File: src/rtl/slow_periph_async_bus_adapter.sv
// Avalon-MM slave that turns 32-bit accesses into one or two timed 16-bit beats on an async parallel bus.
// Optional macro SLOW_PERIPH_EXT_WAIT_EN adds a synchronized ext_wait_n input that stretches STROBE.
module slow_periph_async_bus_adapter #(
  parameter int ADDR_W = 22,
  parameter int SETUP  = 2,
  parameter int STROBE = 4,
  parameter int HOLD   = 1,
  parameter int TURN   = 1
) (
  input  logic              clk,
  input  logic              reset,
  input  logic [25:0]       s_address,
  input  logic [3:0]        s_byteenable,
  input  logic              s_read,
  input  logic              s_write,
  input  logic [31:0]       s_writedata,
  output logic              s_waitrequest,
  output logic [31:0]       s_readdata,
  output logic              s_readdatavalid,
  output logic [ADDR_W-1:0] ext_addr,
  output logic              ext_cs_n,
  output logic              ext_oe_n,
  output logic              ext_we_n,
  output logic [1:0]        ext_be_n,
  output logic [15:0]       ext_dout,
  output logic              ext_dout_en,
`ifdef SLOW_PERIPH_EXT_WAIT_EN
  input  logic              ext_wait_n,
`endif
  input  logic [15:0]       ext_din
);

  typedef enum logic [2:0] {
    ST_IDLE, ST_SETUP, ST_STROBE, ST_HOLD, ST_TURN, ST_ACK
  } state_t;

  localparam logic [3:0] C_SETUP  = 4'(SETUP - 1);
  localparam logic [3:0] C_STROBE = 4'(STROBE - 1);
  localparam logic [3:0] C_HOLD   = 4'(HOLD - 1);
  localparam logic [3:0] C_TURN   = 4'(TURN - 1);
  localparam state_t FIRST_PH = (SETUP != 0) ? ST_SETUP : ST_STROBE;

  state_t      r_state;
  state_t      w_nState;
  logic [3:0]  r_cnt;
  logic [3:0]  w_nCnt;
  logic        r_beat;
  logic        w_nBeat;
  logic        r_hasBeat1;
  logic        r_write;
  logic [25:2] r_addr;
  logic [3:0]  r_be;
  logic [31:0] r_wdata;
  logic [31:0] r_rbuf;

  logic        w_enter;
  logic        w_endBeat;
  logic        w_moreBeats;
  logic        w_waitN;
  logic        w_strobeDone;
  logic        w_request;
  logic [25:2] w_selAddr;
  logic [3:0]  w_selBe;
  logic [31:0] w_selData;
  logic        w_selWr;
  logic [1:0]  w_beHalf;
  logic [15:0] w_dataHalf;
  logic        w_active;
  logic        w_inBeat;
  logic [25:0] w_hw;
  logic        w_unused;

`ifdef SLOW_PERIPH_EXT_WAIT_EN
  logic [1:0] r_waitSync;

  always_ff @(posedge clk or posedge reset) begin
    if (reset) r_waitSync <= 2'b11;
    else       r_waitSync <= {r_waitSync[0], ext_wait_n};
  end

  assign w_waitN = r_waitSync[1];
`else
  assign w_waitN = 1'b1;
`endif

  assign w_request     = s_read | s_write;
  assign w_moreBeats   = !r_beat && r_hasBeat1;
  assign w_strobeDone  = (r_cnt == 4'd0) && w_waitN;
  assign s_waitrequest = (r_state == ST_IDLE) ? w_request : (r_state != ST_ACK);

  always_comb begin
    w_nState  = r_state;
    w_nBeat   = r_beat;
    w_enter   = 1'b0;
    w_endBeat = 1'b0;
    w_nCnt    = (r_cnt != 4'd0) ? r_cnt - 4'd1 : 4'd0;
    case (r_state)
      ST_IDLE: begin
        if (w_request) begin
          w_enter = 1'b1;
          if (s_byteenable[1:0] != 2'b00) begin
            w_nBeat  = 1'b0;
            w_nState = FIRST_PH;
          end else if (s_byteenable[3:2] != 2'b00) begin
            w_nBeat  = 1'b1;
            w_nState = FIRST_PH;
          end else begin
            w_nState = ST_ACK;
          end
        end
      end
      ST_SETUP: begin
        if (r_cnt == 4'd0) begin
          w_enter  = 1'b1;
          w_nState = ST_STROBE;
        end
      end
      ST_STROBE: begin
        if (w_strobeDone) begin
          w_enter = 1'b1;
          if (HOLD != 0)      w_nState  = ST_HOLD;
          else if (TURN != 0) w_nState  = ST_TURN;
          else                w_endBeat = 1'b1;
        end
      end
      ST_HOLD: begin
        if (r_cnt == 4'd0) begin
          w_enter = 1'b1;
          if (TURN != 0) w_nState  = ST_TURN;
          else           w_endBeat = 1'b1;
        end
      end
      ST_TURN: begin
        if (r_cnt == 4'd0) begin
          w_enter   = 1'b1;
          w_endBeat = 1'b1;
        end
      end
      ST_ACK:  w_nState = ST_IDLE;
      default: w_nState = ST_IDLE;
    endcase
    // Only the low beat can be followed by another, so the next beat is always beat 1.
    if (w_endBeat) begin
      w_nBeat  = 1'b1;
      w_nState = w_moreBeats ? FIRST_PH : ST_ACK;
    end
    if (w_enter) begin
      case (w_nState)
        ST_SETUP:  w_nCnt = C_SETUP;
        ST_STROBE: w_nCnt = C_STROBE;
        ST_HOLD:   w_nCnt = C_HOLD;
        ST_TURN:   w_nCnt = C_TURN;
        default:   w_nCnt = 4'd0;
      endcase
    end
  end

  // Bus outputs are computed from the next state so they change on the edge that enters it.
  always_comb begin
    w_selAddr  = (r_state == ST_IDLE) ? s_address[25:2] : r_addr;
    w_selBe    = (r_state == ST_IDLE) ? s_byteenable    : r_be;
    w_selData  = (r_state == ST_IDLE) ? s_writedata     : r_wdata;
    w_selWr    = (r_state == ST_IDLE) ? s_write         : r_write;
    w_beHalf   = w_nBeat ? w_selBe[3:2]     : w_selBe[1:0];
    w_dataHalf = w_nBeat ? w_selData[31:16] : w_selData[15:0];
    w_active   = (w_nState == ST_SETUP) || (w_nState == ST_STROBE) || (w_nState == ST_HOLD);
    w_inBeat   = w_active || (w_nState == ST_TURN);
  end

  assign w_hw     = {1'b0, w_selAddr, w_nBeat};
  assign w_unused = &{1'b0, s_address[1:0], w_hw[25:ADDR_W]};

  always_ff @(posedge clk or posedge reset) begin
    if (reset) begin
      r_state <= ST_IDLE;
      r_cnt   <= 4'd0;
      r_beat  <= 1'b0;
    end else begin
      r_state <= w_nState;
      r_cnt   <= w_nCnt;
      r_beat  <= w_nBeat;
    end
  end

  always_ff @(posedge clk or posedge reset) begin
    if (reset) begin
      r_addr     <= '0;
      r_be       <= 4'd0;
      r_wdata    <= 32'd0;
      r_write    <= 1'b0;
      r_hasBeat1 <= 1'b0;
      r_rbuf     <= 32'd0;
    end else if (r_state == ST_IDLE && w_request) begin
      r_addr     <= s_address[25:2];
      r_be       <= s_byteenable;
      r_wdata    <= s_writedata;
      r_write    <= s_write;
      r_hasBeat1 <= (s_byteenable[3:2] != 2'b00);
      r_rbuf     <= 32'd0;
    end else if (r_state == ST_STROBE && w_strobeDone) begin
      if (r_beat) r_rbuf[31:16] <= ext_din;
      else        r_rbuf[15:0]  <= ext_din;
    end
  end

  always_ff @(posedge clk or posedge reset) begin
    if (reset) begin
      ext_addr    <= '0;
      ext_cs_n    <= 1'b1;
      ext_oe_n    <= 1'b1;
      ext_we_n    <= 1'b1;
      ext_be_n    <= 2'b11;
      ext_dout    <= 16'd0;
      ext_dout_en <= 1'b0;
    end else begin
      if (w_inBeat) ext_addr <= w_hw[ADDR_W-1:0];
      ext_cs_n    <= !w_active;
      ext_oe_n    <= !((w_nState == ST_STROBE) && !w_selWr);
      ext_we_n    <= !((w_nState == ST_STROBE) && w_selWr);
      ext_be_n    <= w_active ? ~w_beHalf : 2'b11;
      ext_dout_en <= w_active && w_selWr;
      ext_dout    <= (w_active && w_selWr) ? w_dataHalf : 16'd0;
    end
  end

  always_ff @(posedge clk or posedge reset) begin
    if (reset) begin
      s_readdata      <= 32'd0;
      s_readdatavalid <= 1'b0;
    end else if (r_state == ST_ACK && !r_write) begin
      s_readdata      <= r_rbuf;
      s_readdatavalid <= 1'b1;
    end else begin
      s_readdatavalid <= 1'b0;
    end
  end

endmodule

File: config.mk
export PLATFORM = sky130hd
export DESIGN_NAME = slow_periph_async_bus_adapter
export DESIGN_NICKNAME = d
export VERILOG_FILES = /design/src/rtl/slow_periph_async_bus_adapter.sv
export SDC_FILE = /design/constraint.sdc
export NUM_CORES = 1
export LEC_CHECK = 0
export ABC_CLOCK_PERIOD_IN_PS = 9260
export CAP_MARGIN = 25
export CORE_ASPECT_RATIO = 1.75
export CORE_UTILIZATION = 45
export CTS_CLUSTER_SIZE = 28
export DETAILED_ROUTE_END_ITERATION = 8
export PLACE_DENSITY = 0.72
export SYNTH_ARGS = -nofsm -noshare
export SYNTH_HDL_FRONTEND = slang
export SYNTH_SLANG_ARGS = --single-unit
File: constraint.sdc
create_clock -name clk -period 9.26 [get_ports clk]
set_input_delay 2.778 -clock clk [delete_from_list [all_inputs] [get_ports clk]]
set_output_delay 2.778 -clock clk [all_outputs]
set_load 0.02 [all_outputs]
## After elaboration in Yosys (flattened, before gate mapping)

Cells that the tools add are included.

| cells by class | value |
|---|---|
| $mul | 0 |
| shift operators | 0 |
| order comparisons | 0 |
| divide/modulo/power cells | 0 |
| add/sub/neg operators | 1 |
| reductions and logical operators | 26 |
| equality and inequality tests | 11 |
| bitwise operators | 2 |
| multiplexer cells | 35 |

Operators by type and width:

| kind | count |
|---|---|
| 32-bit 2-to-1 mux | 3 |
| 16-bit 2-to-1 mux | 4 |
| 3-bit 2-to-1 mux | 8 |
| 21-bit 2-to-1 mux | 1 |
| 3-bit case mux with 5 select lines | 1 |
| 3-bit by 2-bit equality test with 1-bit output, second input constant | 4 |
| 4-bit 2-to-1 mux | 3 |
| 1-bit 2-to-1 mux | 11 |
| 3-bit equality test, second input constant | 3 |
| 2-bit nonzero test | 4 |
| 1-bit logical AND | 7 |
| 3-bit by 1-bit equality test with 1-bit output, second input constant | 2 |
| 1-bit zero test | 6 |
| 4-bit zero test | 1 |
| 2-bit 2-to-1 mux | 2 |
| 2-bit case mux with 2 select lines | 1 |
| 2-bit AND reduction | 2 |
| 4-bit nonzero test | 1 |
| 4-bit OR reduction | 1 |
| 4-bit by 1-bit subtractor with 4-bit output, second input constant | 1 |
| 3-bit zero test | 1 |
| 1-bit logical OR | 3 |
| 3-bit inequality test, second input constant | 1 |
| 2-bit by 1-bit inequality test with 1-bit output, second input constant | 1 |
| 3 further kinds | 3 |

| word-level totals | value |
|---|---|
| register bits after elaboration | 176 |
| memory bits (writable) | 0 |
| bits in latches | 0 |
| logic and storage cells | 94 |
| bits in read-only memories | 0 |
| output and inout port bits | 78 |
| memories | 0 |
| input port bits | 82 |

## Depth between registers and ports, before layout

Gate-level depths: netlist (run 1).

| logic depth | value |
|---|---|
| word-level depth | 11 |
| depth in mapped cells | 10 |
| depth with buffers taken out | 6 |

## Worst setup path after synthesis (run 1)

Ideal clock, no wire load.

| timing path | value |
|---|---|
| path type | input to output |
| from | input s_read |
| to | output s_waitrequest |
| stages on the path | 4 |
| required time | 6.482 ns |
| buffers on the path | 1 |
| arrival time | 3.596 ns |
| setup slack | 2.886 ns |
| path through | nor2_1 -> nor2_1 -> buf_2 -> or3_1 |

| on the way | value |
|---|---|
| word-level cells in the longest chain between the ends | 2 |

RTL lines:

| element | line | RTL |
|---|---|---|
| start, declared | 14 | `input logic s_read,` |
| 1-bit bitwise OR | 86 | `assign w_request = s_read \| s_write;` |
| 1-bit 2-to-1 mux | 89 | `assign s_waitrequest = (r_state == ST_IDLE) ? w_request : (r_state != ST_ACK);` |
| end, declared | 17 | `output logic s_waitrequest,` |

No other way between the ends.

## Worst setup path after layout (run 1)

Ends and elaborated chain as after synthesis.

==> metrics.txt, run 1 <==
# TYPE chip_impl_metric gauge
chip_impl_metric{name="area.growth.synth_to_final",unit="%"} 29.7
chip_impl_metric{name="timing.max_cap.violations",unit=""} 0
chip_impl_info{name="dominantRegCellSynth",value="sky130_fd_sc_hd__dfrtp_1"} 1
chip_impl_metric{name="syn-cell-area",unit="µm²"} 7600
chip_impl_metric{name="peakVddDrop",unit="mV"} 0.225
chip_impl_metric{name="cts.hold.buffers_added",unit=""} 0
chip_impl_metric{name="detail_route.vias_per_cell",unit=""} 5.30
chip_impl_metric{name="place_area",unit="µm²"} 9280
chip_impl_metric{name="clkTransAtPathRegs",unit="ps"} 60
chip_impl_metric{name="dp_hpwl",unit="mm"} 11.7
chip_impl_metric{name="p_int",unit="mW"} 2.29
chip_impl_metric{name="post_detailed_route_drc_marker_count",unit=""} 0
chip_impl_metric{name="clk_latency",unit="ps"} 420
chip_impl_metric{name="floorplan.die.height",unit="µm"} 174
chip_impl_info{name="timing.hold.worst.class",value="flop to flop"} 1
chip_impl_metric{name="seq_power_share",unit="%"} 35.0
chip_impl_metric{name="cts_max_path_buffers",unit=""} 2
chip_impl_metric{name="htreeDepth",unit=""} 4
chip_impl_metric{name="r2r_setup_slack",unit="ps"} 5910
chip_impl_metric{name="post_cts_resize_count",unit=""} 0
chip_impl_metric{name="synthesis.area_per_instance",unit="µm²"} 11.7
chip_impl_metric{name="drive_gt1_share",unit="%"} 21.0
chip_impl_metric{name="nets",unit=""} 868
chip_impl_metric{name="leakagePower",unit="nW"} 4.39
chip_impl_metric{name="cts_setup_buffers",unit=""} 0
chip_impl_metric{name="required",unit="ps"} 6480
chip_impl_metric{name="finished_cell_area",unit="µm²"} 9860
chip_impl_metric{name="min_delay_path_depth",unit=""} 1
chip_impl_metric{name="comb_power_share",unit="%"} 46.9
chip_impl_metric{name="first_pass_iters",unit=""} 4
chip_impl_info{name="cp_class",value="input pin to primary output"} 1
chip_impl_metric{name="power.clock.fraction",unit="%"} 18.0
chip_impl_metric{name="global_placement_routability_congestion",unit=""} 0.826
chip_impl_metric{name="grt_start_max_net_pins",unit=""} 105
chip_impl_metric{name="grt_pass1_wl",unit="mm"} 28.7
chip_impl_metric{name="worstMarginPinSlew",unit="ps"} 1000
chip_impl_metric{name="worst_slew_margin_rel",unit="%"} 32.7
chip_impl_info{name="cts-root-buf",value="sky130_fd_sc_hd__clkbuf_16"} 1
chip_impl_info{name="netlist.top_cell.by_area",value="sky130_fd_sc_hd__dfrtp_1"} 1
chip_impl_metric{name="design.die.area",unit="µm²"} 17400
chip_impl_metric{name="routed_wire_length_per_instance",unit="µm"} 17.0
chip_impl_metric{name="route.vias.total",unit=""} 5428
chip_impl_info{name="timing.critical_path.to_type",value="primary output"} 1
chip_impl_metric{name="tritoncts_num_sinks",unit=""} 176
chip_impl_metric{name="number_of_antenna_violations_at_the_first_check_in_global_routing",unit=""} 1
chip_impl_info{name="status",value="completed"} 1
chip_impl_metric{name="track_usage",unit="%"} 21.1
chip_impl_metric{name="port_buffers",unit=""} 154
chip_impl_metric{name="sw_frac_of_total",unit="%"} 39.0
chip_impl_metric{name="layout_worst_path_cycle_share",unit="%"} 78.2
chip_impl_info{name="cts_tree",value="done"} 1
chip_impl_metric{name="floorplan.rows",unit=""} 62
chip_impl_metric{name="synth_register_bits",unit=""} 176
chip_impl_metric{name="first_global_vias",unit=""} 5908
chip_impl_metric{name="synth.distinct_cells",unit=""} 46
chip_impl_metric{name="reg2regPathDepth",unit=""} 6
chip_impl_metric{name="timing.critical_path.arrival",unit="ps"} 4460
chip_impl_metric{name="start_util",unit="%"} 46.2
chip_impl_metric{name="powerDensity",unit="nW/µm²"} 382
chip_impl_metric{name="syn-instance-count",unit=""} 650
chip_impl_metric{name="synth-warning-count",unit=""} 0
chip_impl_metric{name="dieWidth",unit="µm"} 100
chip_impl_metric{name="initialDrtViolationCount",unit=""} 234
chip_impl_metric{name="report.final.slew_viol_count",unit=""} 0
chip_impl_metric{name="route.antenna.remaining_nets",unit=""} 0
chip_impl_metric{name="synth-edff-count",unit=""} 0
chip_impl_info{name="rsz0062_at_grt",value="false"} 1
chip_impl_metric{name="finClkSkew",unit="ps"} 10.6
chip_impl_metric{name="clock.fmax",unit="GHz"} 0.138
chip_impl_metric{name="setup-tns-final",unit="ps"} 0
chip_impl_metric{name="final_count_of_negative_setup_slack_endpoints",unit=""} 0
chip_impl_info{name="setup.worst_path.start_class",value="input pin"} 1
chip_impl_metric{name="seq_total_area_yosys",unit="%"} 58.0
chip_impl_metric{name="synth_top_cell_area_share",unit="%"} 56.3
chip_impl_metric{name="globalRouteOverflowTotal",unit=""} 0
chip_impl_metric{name="timing.hold.ws",unit="ps"} 506
chip_impl_metric{name="crit_path_max_fanout",unit=""} 3
chip_impl_metric{name="synth-async-reset-ratio",unit="%"} 100
chip_impl_metric{name="wirelength",unit="mm"} 17.4
chip_impl_info{name="synth_area_leaders",value="sky130_fd_sc_hd__dfrtp_1, sky130_fd_sc_hd__mux2_2, sky130_fd_sc_hd__nand2_1"} 1
chip_impl_metric{name="hold_viol",unit=""} 0
chip_impl_metric{name="finalCriticalPeriod",unit="ps"} 7240
chip_impl_metric{name="net-switching-power",unit="mW"} 1.47
chip_impl_metric{name="synth_nets",unit=""} 732
chip_impl_metric{name="numCtsBuffers",unit=""} 17
chip_impl_metric{name="pin_count",unit=""} 160
chip_impl_metric{name="core",unit="µm²"} 16400
## cell usage in the layout (no fill, tap or decap), drive strengths merged, types with 19 or more instances in the layout
cell | Yosys | final
dfrtp | 171 | 171
clkdlybuf4s50 | 0 | 154
nand2 | 114 | 114
nor2 | 26 | 26
mux2 | 91 | 91
o21ai | 27 | 27
mux2i | 37 | 37
clkbuf | 19 | 19
a21oi | 20 | 20
nand3 | 61 | 61
## power groups by stage
stage,registers (mW),clock network (mW),logic (mW)
final,1.32,0.679,1.77
after global routing,1.36,0.728,1.93
after CTS,1.32,0.698,1.80
after detailed placement,1.33,0,1.79
after global placement,1.31,0,1.72
after floorplan,1.42,0,1.16
## through the flow
step	power, mW	setup slack (ps)	cells	util [%]
4_1_cts	3.81	2000	1023	59.9
2_1_floorplan	2.58	1720	650	-
5_1_grt	4.02	1960	1024	59.9
3_3_place_gp	3.03	2010	990	56.3
6_report	3.76	2020	1025	59.9
3_5_place_dp	3.12	2000	991	56.5
## registers in the layout, indices dropped and copies added, names as in the netlist, 2 cells and up
name,cells
ext_addr,22
ext_be_n,2
ext_dout,16
r_addr,21
r_be,4
r_cnt,4
r_rbuf,32
r_state,3
r_wdata,32
s_readdata,32
## layout make-up
type / count / area, µm²
antenna: 2 / 5.00
clock buffer: 19 / 443
clock inverter: 13 / 125
fill: 1376 / 6590
inverter: 4 / 22.5
multi-input combinational: 427 / 2960
sequential: 176 / 4410
tap: 224 / 280
timing repair buffer: 160 / 1610
## worst paths after layout
check,start,to
min,r_rbuf[22],s_readdata[22]
min reg2reg,r_rbuf[22],s_readdata[22]
max,s_read,s_waitrequest
max reg2reg,r_state[0],ext_addr[0]
max in group asynchronous,reset,r_be[0]
min in group asynchronous,reset,r_addr[20]
## routing by layer
metal	up-vias	GRT usage [%]	share of wire, %
met4	0	9.12	2.2
li1	2515	-	-
met5	-	0	0
met1	2729	23.0	39
met3	20	4.58	4.6
met2	164	38.3	55
## kinds of logic (layout without fill, tap and decap cells)
group | after synthesis | after routing | share of synthesized area (%)
and+or+nand+nor | 239 | 239 | 14.5
DFF | 176 | 176 | 58.0
buffers and inverters | 47 | 196 | 3.33
AOI/OAI and AO/OA | 58 | 58 | 5.52
xor gates and xnor gates | 2 | 2 | 0.231
other | 0 | 2 | 0
muxes | 128 | 128 | 18.4
## cells in the mapped netlist (2+ instances only)
cell type / count
sky130_fd_sc_hd__buf_6: 2
sky130_fd_sc_hd__mux2_2: 90
sky130_fd_sc_hd__o21ai_2: 20
sky130_fd_sc_hd__dfrtp_1: 171
sky130_fd_sc_hd__a31oi_1: 3
sky130_fd_sc_hd__buf_2: 18
sky130_fd_sc_hd__buf_12: 2
sky130_fd_sc_hd__dfstp_2: 5
sky130_fd_sc_hd__and3_1: 16
sky130_fd_sc_hd__or3_1: 2
sky130_fd_sc_hd__nand2b_1: 2
sky130_fd_sc_hd__nand3_1: 61
sky130_fd_sc_hd__nor2_1: 26
sky130_fd_sc_hd__or2_2: 3
sky130_fd_sc_hd__clkbuf_1: 19
sky130_fd_sc_hd__nor3_1: 5
sky130_fd_sc_hd__mux2i_1: 37
sky130_fd_sc_hd__o21ai_0: 7
sky130_fd_sc_hd__o22a_1: 2
sky130_fd_sc_hd__inv_1: 3
sky130_fd_sc_hd__nand2_1: 113
sky130_fd_sc_hd__a21oi_1: 19
## critical path, stage by stage
cell and delay [ps]:
sky130_fd_sc_hd__clkdlybuf4s50_1 440, sky130_fd_sc_hd__nor2_1 270, sky130_fd_sc_hd__nor2_4 50, sky130_fd_sc_hd__or3_1 340
sky130_fd_sc_hd__clkdlybuf4s50_1 580
Power figures use the tool's default switching activity.
==> inputs of run 2 (changes only) <==
--- a/config.mk
+++ b/config.mk
@@ -5,7 +5,7 @@
 export SDC_FILE = /design/constraint.sdc
 export NUM_CORES = 1
 export LEC_CHECK = 0
-export ABC_CLOCK_PERIOD_IN_PS = 9260
+export ABC_CLOCK_PERIOD_IN_PS = 7300
 export CAP_MARGIN = 25
 export CORE_ASPECT_RATIO = 1.75
 export CORE_UTILIZATION = 45
==> constraint.sdc (replaced) <==
create_clock -name clk -period 7.3 [get_ports clk]
set_input_delay 2.19 -clock clk [delete_from_list [all_inputs] [get_ports clk]]
set_output_delay 2.19 -clock clk [all_outputs]
set_load 0.02 [all_outputs]
==> run 2 against run 1 <==
Effect of this change:
- hold slack worse by 2.4 ps
- critical path depth stayed put
- clock skew about the same
- combinational power grew 27%
- wire length increased by 0.92%
- critical endpoint unchanged
- largest power group unchanged
- critical path type unchanged
==> metrics.txt, run 2 (synthesized netlist as in run 1, its figures left out) <==
# TYPE chip_impl_metric gauge
chip_impl_info{name="status",value="completed"} 1
chip_impl_metric{name="numCtsBuffers",unit=""} 17
chip_impl_info{name="critical_path.top_delay_family",value="buffers and inverters"} 1
chip_impl_metric{name="timing.hold.ws",unit="ps"} 503
chip_impl_metric{name="port_buffers",unit=""} 154
chip_impl_metric{name="finalCriticalPeriod",unit="ps"} 6060
chip_impl_metric{name="clk_latency",unit="ps"} 420
chip_impl_info{name="hold_path_startpoint",value="r_rbuf[3]"} 1
chip_impl_metric{name="nets",unit=""} 869
chip_impl_info{name="path_common_cell",value="sky130_fd_sc_hd__clkdlybuf4s50_1"} 1
chip_impl_info{name="largest_registers",value="r_rbuf: 32 flops, r_wdata: 32 flops, s_readdata: 32 flops"} 1
chip_impl_info{name="commonest_non_fill_non_tap_cells_in_the_layout",value="sky130_fd_sc_hd__dfrtp_1, sky130_fd_sc_hd__clkdlybuf4s50_1, sky130_fd_sc_hd__nand2_1, sky130_fd_sc_hd__mux2_2, sky130_fd_sc_hd__nand3_1"} 1
chip_impl_metric{name="r2r_setup_slack",unit="ps"} 3900
chip_impl_metric{name="setup-tns-final",unit="ps"} 0
chip_impl_metric{name="dieWidth",unit="µm"} 100
chip_impl_metric{name="worstMarginPinSlew",unit="ps"} 987
chip_impl_metric{name="power.clock.fraction",unit="%"} 18.2
chip_impl_info{name="timing.critical_path.to_type",value="primary output"} 1
chip_impl_metric{name="timing.critical_path.arrival",unit="ps"} 3870
chip_impl_metric{name="layout_worst_path_cycle_share",unit="%"} 83.0
chip_impl_metric{name="peakVddDrop",unit="mV"} 0.288
chip_impl_metric{name="area.growth.synth_to_final",unit="%"} 29.8
chip_impl_metric{name="sw_frac_of_total",unit="%"} 39.2
chip_impl_metric{name="critPathBufInv",unit=""} 2
chip_impl_info{name="rsz0062_at_grt",value="false"} 1
chip_impl_metric{name="worst_slew_margin_rel",unit="%"} 33.7
chip_impl_metric{name="seq_power_share",unit="%"} 34.9
chip_impl_metric{name="crit_path_max_fanout",unit=""} 4
chip_impl_metric{name="clkTransAtPathRegs",unit="ps"} 70
chip_impl_metric{name="floorplan.rows",unit=""} 62
chip_impl_info{name="worstReg2RegStart",value="r_state[0]"} 1
chip_impl_metric{name="global_placement_routability_congestion",unit=""} 0.816
chip_impl_info{name="worst_path_max_delay_cell",value="sky130_fd_sc_hd__clkdlybuf4s50_1"} 1
chip_impl_metric{name="core",unit="µm²"} 16400
chip_impl_metric{name="required",unit="ps"} 5110
chip_impl_metric{name="clock.fmax",unit="GHz"} 0.165
chip_impl_metric{name="design.die.area",unit="µm²"} 17400
chip_impl_metric{name="globalRouteOverflowTotal",unit=""} 0
chip_impl_info{name="most_frequent_standard_cell_in_the_layout_excluding_fill_and_tap_cells",value="sky130_fd_sc_hd__dfrtp_1"} 1
chip_impl_metric{name="dp_hpwl",unit="mm"} 11.7
chip_impl_info{name="worstHoldEndpoint",value="s_readdata[3]"} 1
chip_impl_metric{name="antenna-diode-count",unit=""} 0
chip_impl_metric{name="route.vias.total",unit=""} 5406
chip_impl_metric{name="first_pass_iters",unit=""} 4
chip_impl_metric{name="finClkSkew",unit="ps"} 10.2
chip_impl_info{name="cts-root-buf",value="sky130_fd_sc_hd__clkbuf_16"} 1
chip_impl_metric{name="hold_viol",unit=""} 0
chip_impl_metric{name="drive_gt1_share",unit="%"} 21.1
chip_impl_info{name="critical_path.cell_chain",value="clkdlybuf4s50_1 > nor2_1 > nor2_4 > or3_1 > clkdlybuf4s50_1"} 1
chip_impl_metric{name="grt_pass1_wl",unit="mm"} 28.5
chip_impl_metric{name="floorplan.die.height",unit="µm"} 174
chip_impl_info{name="cts_tree",value="done"} 1
chip_impl_metric{name="cts_max_path_buffers",unit=""} 2
chip_impl_metric{name="post_cts_resize_count",unit=""} 0
chip_impl_metric{name="wirelength",unit="mm"} 17.6
chip_impl_metric{name="track_usage",unit="%"} 20.9
chip_impl_metric{name="net-switching-power",unit="mW"} 1.88
chip_impl_metric{name="cp.depth",unit=""} 5
chip_impl_metric{name="number_of_antenna_violations_at_the_first_check_in_global_routing",unit=""} 0
chip_impl_metric{name="first_global_vias",unit=""} 5655
chip_impl_metric{name="timing.max_cap.violations",unit=""} 0
chip_impl_metric{name="cts_setup_buffers",unit=""} 0
chip_impl_metric{name="report.final.slew_viol_count",unit=""} 0
chip_impl_metric{name="powerDensity",unit="nW/µm²"} 485
chip_impl_metric{name="p_int",unit="mW"} 2.91
chip_impl_metric{name="detail_route.vias_per_cell",unit=""} 5.28
chip_impl_metric{name="htreeDepth",unit=""} 4
chip_impl_metric{name="initialDrtViolationCount",unit=""} 235
chip_impl_info{name="cp_class",value="input pin to primary output"} 1
chip_impl_metric{name="routed_wire_length_per_instance",unit="µm"} 17.2
chip_impl_info{name="setup.worst_path.start_class",value="input pin"} 1
chip_impl_info{name="timing.hold.worst.class",value="flop to flop"} 1
chip_impl_metric{name="post_detailed_route_drc_marker_count",unit=""} 0
chip_impl_metric{name="cts.hold.buffers_added",unit=""} 0
chip_impl_metric{name="critical_path.max_stage_delay",unit="ps"} 580
chip_impl_metric{name="leakagePower",unit="nW"} 4.42
chip_impl_metric{name="start_util",unit="%"} 46.2
chip_impl_metric{name="final_count_of_negative_setup_slack_endpoints",unit=""} 0
chip_impl_metric{name="tritoncts_num_sinks",unit=""} 176
chip_impl_metric{name="grt_start_max_net_pins",unit=""} 74
chip_impl_metric{name="min_delay_path_depth",unit=""} 1
chip_impl_metric{name="comb_power_share",unit="%"} 46.9
chip_impl_metric{name="pin_count",unit=""} 160
chip_impl_info{name="regToRegEndpoint",value="ext_addr[0]"} 1
chip_impl_metric{name="reg2regPathDepth",unit=""} 6
chip_impl_metric{name="route.antenna.remaining_nets",unit=""} 0
[run 2: area by class of cell]
type / instances / area [µm²]
inverter: 4 / 22.5
tap: 224 / 280
multi-input combinational: 427 / 2960
clock inverter: 14 / 141
clock buffer: 18 / 429
sequential: 176 / 4410
fill: 1378 / 6580
timing repair buffer: 161 / 1610
[run 2: power by group through the flow]
stage / Combinational, mW / Clock (mW) / Sequential [mW]
floorplan: 1.47 / 0 / 1.80
global placement: 2.18 / 0 / 1.66
detailed placement: 2.27 / 0 / 1.69
CTS: 2.27 / 0.893 / 1.67
global route: 2.44 / 0.932 / 1.72
finish: 2.24 / 0.873 / 1.67
[run 2: worst max-delay path by stage]
stage,slack [ps],from,endpoint
2_1_floorplan,340,reset,ext_addr[0]
3_3_place_gp,1220,s_write,s_waitrequest
3_5_place_dp,1220,s_write,s_waitrequest
4_1_cts,1210,s_write,s_waitrequest
5_1_grt,1180,s_write,s_waitrequest
6_report,1240,s_write,s_waitrequest
[run 2: layer usage]
layer | GRT usage [%] | up-vias | wire length [µm]
li1 | - | 2514 | -
met1 | 24.4 | 2723 | 7060
met2 | 37.5 | 151 | 9500
met3 | 4.66 | 18 | 740
met4 | 6.64 | 0 | 308
met5 | 0 | - | 0
[run 2: through the flow]
step	total power, mW	cells	worst slack, ps	instance area [µm²]	utilization [%]
detailed placement	3.95	992	1220	9290	56.5
global route	5.10	1024	1180	9860	60.0
global placement	3.84	991	1220	9260	56.3
finish	4.78	1024	1240	9860	60.0
CTS	4.84	1024	1210	9860	60.0
floorplan	3.27	650	345	7600	-
==> inputs of run 3 (changes only) <==
--- a/config.mk
+++ b/config.mk
@@ -5,7 +5,7 @@
 export SDC_FILE = /design/constraint.sdc
 export NUM_CORES = 1
 export LEC_CHECK = 0
-export ABC_CLOCK_PERIOD_IN_PS = 7300
+export ABC_CLOCK_PERIOD_IN_PS = 6000
 export CAP_MARGIN = 25
 export CORE_ASPECT_RATIO = 1.75
 export CORE_UTILIZATION = 45
==> constraint.sdc (replaced) <==
create_clock -name clk -period 6 [get_ports clk]
set_input_delay 1.8 -clock clk [delete_from_list [all_inputs] [get_ports clk]]
set_output_delay 1.8 -clock clk [all_outputs]
set_load 0.02 [all_outputs]
==> run 3 against run 2 <==
Effect of this change:
- sequential share of layout area decreased by 0.48 points
- first-iteration DRC count increased by 9.8%
- worst setup slack got worse by 540 ps
- largest power group unchanged
- core utilization increased by 0.65 points
- critical endpoint unchanged
- global-route usage increased by 0.35 points
- register-to-register slack got worse by 1300 ps
- hold slack improved by 4.2 ps
==> metrics.txt, run 3 (synthesized netlist as in run 1, its figures left out) <==
# TYPE chip_impl_metric gauge
chip_impl_info{name="largest_registers",value="r_rbuf: 32 flops, r_wdata: 32 flops, s_readdata: 32 flops"} 1
chip_impl_info{name="worstReg2RegStart",value="r_state[0]"} 1
chip_impl_metric{name="powerDensity",unit="nW/µm²"} 602
chip_impl_metric{name="finalCriticalPeriod",unit="ps"} 5300
chip_impl_metric{name="report.power.total",unit="mW"} 6.00
chip_impl_info{name="critical_path.cell_chain",value="clkdlybuf4s50_1 > nor2_1 > nor2_4 > or3_1 > clkdlybuf4s50_1"} 1
chip_impl_metric{name="routed_wire_length_per_instance",unit="µm"} 17.3
chip_impl_metric{name="timing.max_cap.violations",unit=""} 0
chip_impl_metric{name="dp_hpwl",unit="mm"} 11.7
chip_impl_metric{name="layout_worst_path_cycle_share",unit="%"} 88.4
chip_impl_info{name="cts_tree",value="done"} 1
chip_impl_metric{name="finClkSkew",unit="ps"} 11.1
chip_impl_metric{name="cts_setup_buffers",unit=""} 0
chip_impl_metric{name="dieWidth",unit="µm"} 100
chip_impl_info{name="rsz0062_at_grt",value="false"} 1
chip_impl_info{name="critical_path.top_delay_family",value="buffers and inverters"} 1
chip_impl_metric{name="pin_count",unit=""} 160
chip_impl_metric{name="fillers",unit=""} 1383
chip_impl_metric{name="comb_power_share",unit="%"} 45.5
chip_impl_metric{name="place_area",unit="µm²"} 9300
chip_impl_metric{name="route.vias.total",unit=""} 5472
chip_impl_metric{name="first_global_vias",unit=""} 6042
chip_impl_metric{name="design.die.area",unit="µm²"} 17400
chip_impl_metric{name="seq_power_share",unit="%"} 33.9
chip_impl_metric{name="final_critical_path_setup_slack",unit="ps"} 697
chip_impl_metric{name="cts_max_path_buffers",unit=""} 2
chip_impl_metric{name="timing.critical_path.arrival",unit="ps"} 3500
chip_impl_info{name="timing.critical_path.to_type",value="primary output"} 1
chip_impl_metric{name="final_count_of_negative_setup_slack_endpoints",unit=""} 0
chip_impl_info{name="status",value="completed"} 1
chip_impl_metric{name="cts.hold.buffers_added",unit=""} 0
chip_impl_metric{name="worstMarginPinSlew",unit="ps"} 950
chip_impl_info{name="cp_class",value="input pin to primary output"} 1
chip_impl_metric{name="required",unit="ps"} 4200
chip_impl_metric{name="crit_path_max_fanout",unit=""} 4
chip_impl_metric{name="report.final.slew_viol_count",unit=""} 0
chip_impl_metric{name="clock.fmax",unit="GHz"} 0.189
chip_impl_metric{name="grt_start_max_net_pins",unit=""} 177
chip_impl_metric{name="first_pass_iters",unit=""} 4
chip_impl_metric{name="post_cts_resize_count",unit=""} 0
chip_impl_metric{name="track_usage",unit="%"} 21.3
chip_impl_info{name="most_frequent_standard_cell_in_the_layout_excluding_fill_and_tap_cells",value="sky130_fd_sc_hd__dfrtp_1"} 1
chip_impl_metric{name="hold_viol",unit=""} 0
chip_impl_info{name="timing.hold.worst.class",value="flop to flop"} 1
chip_impl_metric{name="clk_latency",unit="ps"} 420
chip_impl_info{name="cts-root-buf",value="sky130_fd_sc_hd__clkbuf_16"} 1
chip_impl_metric{name="wirelength",unit="mm"} 17.7
chip_impl_metric{name="placed_cells",unit=""} 991
chip_impl_info{name="setup.worst_path.start_class",value="input pin"} 1
chip_impl_metric{name="critical_path.max_stage_delay",unit="ps"} 570
chip_impl_metric{name="initialDrtViolationCount",unit=""} 258
chip_impl_metric{name="leakagePower",unit="nW"} 4.45
chip_impl_metric{name="finished_cell_area",unit="µm²"} 9970
chip_impl_metric{name="net-switching-power",unit="mW"} 2.26
chip_impl_metric{name="global_placement_routability_congestion",unit=""} 0.801
chip_impl_info{name="commonest_non_fill_non_tap_cells_in_the_layout",value="sky130_fd_sc_hd__dfrtp_1, sky130_fd_sc_hd__clkdlybuf4s50_1, sky130_fd_sc_hd__nand2_1, sky130_fd_sc_hd__mux2_2, sky130_fd_sc_hd__nand3_1"} 1
chip_impl_info{name="path_common_cell",value="sky130_fd_sc_hd__clkdlybuf4s50_1"} 1
chip_impl_metric{name="worst_slew_margin_rel",unit="%"} 36.2
chip_impl_metric{name="clkTransAtPathRegs",unit="ps"} 60
chip_impl_metric{name="drive_gt1_share",unit="%"} 21.0
chip_impl_metric{name="htreeDepth",unit=""} 4
chip_impl_metric{name="number_of_antenna_violations_at_the_first_check_in_global_routing",unit=""} 1
chip_impl_metric{name="sw_frac_of_total",unit="%"} 37.6
chip_impl_metric{name="core",unit="µm²"} 16400
chip_impl_info{name="worst_path_max_delay_cell",value="sky130_fd_sc_hd__clkdlybuf4s50_1"} 1
chip_impl_metric{name="area.growth.synth_to_final",unit="%"} 31.2
chip_impl_metric{name="post_detailed_route_drc_marker_count",unit=""} 0
chip_impl_metric{name="route.antenna.remaining_nets",unit=""} 0
chip_impl_metric{name="non_filler_instances",unit=""} 1025
chip_impl_metric{name="p_int",unit="mW"} 3.75
chip_impl_metric{name="setup-tns-final",unit="ps"} 0
chip_impl_metric{name="start_util",unit="%"} 46.2
chip_impl_info{name="hold_path_startpoint",value="s_readdata[22]"} 1
chip_impl_metric{name="tritoncts_num_sinks",unit=""} 176
chip_impl_metric{name="globalRouteOverflowTotal",unit=""} 0
chip_impl_metric{name="critPathBufInv",unit=""} 2
chip_impl_info{name="worst_setup_path_startpoint",value="s_write"} 1
chip_impl_metric{name="floorplan.rows",unit=""} 62
chip_impl_metric{name="detail_route.vias_per_cell",unit=""} 5.34
chip_impl_metric{name="numCtsBuffers",unit=""} 17
chip_impl_metric{name="port_buffers",unit=""} 154
chip_impl_metric{name="grt_pass1_wl",unit="mm"} 29.1
chip_impl_metric{name="power.clock.fraction",unit="%"} 20.6
chip_impl_metric{name="finish.utilization",unit="%"} 60.6
chip_impl_metric{name="floorplan.die.height",unit="µm"} 174
chip_impl_metric{name="dpl_worst_slack",unit="ps"} 683
chip_impl_metric{name="nets",unit=""} 868
chip_impl_metric{name="timing.hold.ws",unit="ps"} 508
chip_impl_metric{name="peakVddDrop",unit="mV"} 0.345
-- run 3: worst register-to-register path, delay by kind of cell, from the launching register on --
family	cells	cell delay, ps
buf+inv	2	910
mux	1	440
compound gates	1	680
flops	1	580
simple gates	2	700
-- run 3: routing by layer --
metal	part of all wire, %	track usage [%]	vias to the layer above
li1	-	-	2511
met1	38	23.2	2751
met2	55	38.5	177
met3	4.7	4.70	33
met4	3.0	9.90	0
met5	0	0	-
-- run 3: final cells by class --
type | instances | area (µm²) | area share [%]
Timing Repair Buffer | 160 | 1620 | 16.2
Sequential cell | 176 | 4410 | 44.2
Inverter | 4 | 21.3 | 0.213
Clock inverter | 13 | 226 | 2.27
Tap cell | 224 | 280 | 2.81
Antenna cell | 2 | 5.00 | 0.0502
Multi-Input combinational cell | 427 | 2960 | 29.7
Clock buffer | 19 | 443 | 4.44
-- run 3: final timing paths --
| kind | slack, ps | endpoint | depth (start not counted) |
|---|---|---|---|
| setup / recovery | 700 | s_waitrequest | 5 |
| hold / removal | 510 | s_readdata[22] | 1 |
| setup reg to reg | 2590 | ext_addr[0] | 6 |
| hold reg to reg | 510 | s_readdata[22] | 1 |
| max in group asynchronous | 3300 | r_rbuf[22] | 3 |
| min in group asynchronous | 1960 | r_addr[19] | 3 |
-- run 3: power groups by stage --
| stage | Combinational, mW | Sequential [mW] | Clock [mW] |
|---|---|---|---|
| final | 2.73 | 2.04 | 1.24 |
| after global routing | 2.98 | 2.10 | 1.31 |
| after CTS | 2.77 | 2.04 | 1.26 |
| after detailed placement | 2.77 | 2.06 | 0 |
| after global placement | 2.66 | 2.02 | 0 |
| after floorplan | 1.79 | 2.19 | 0 |
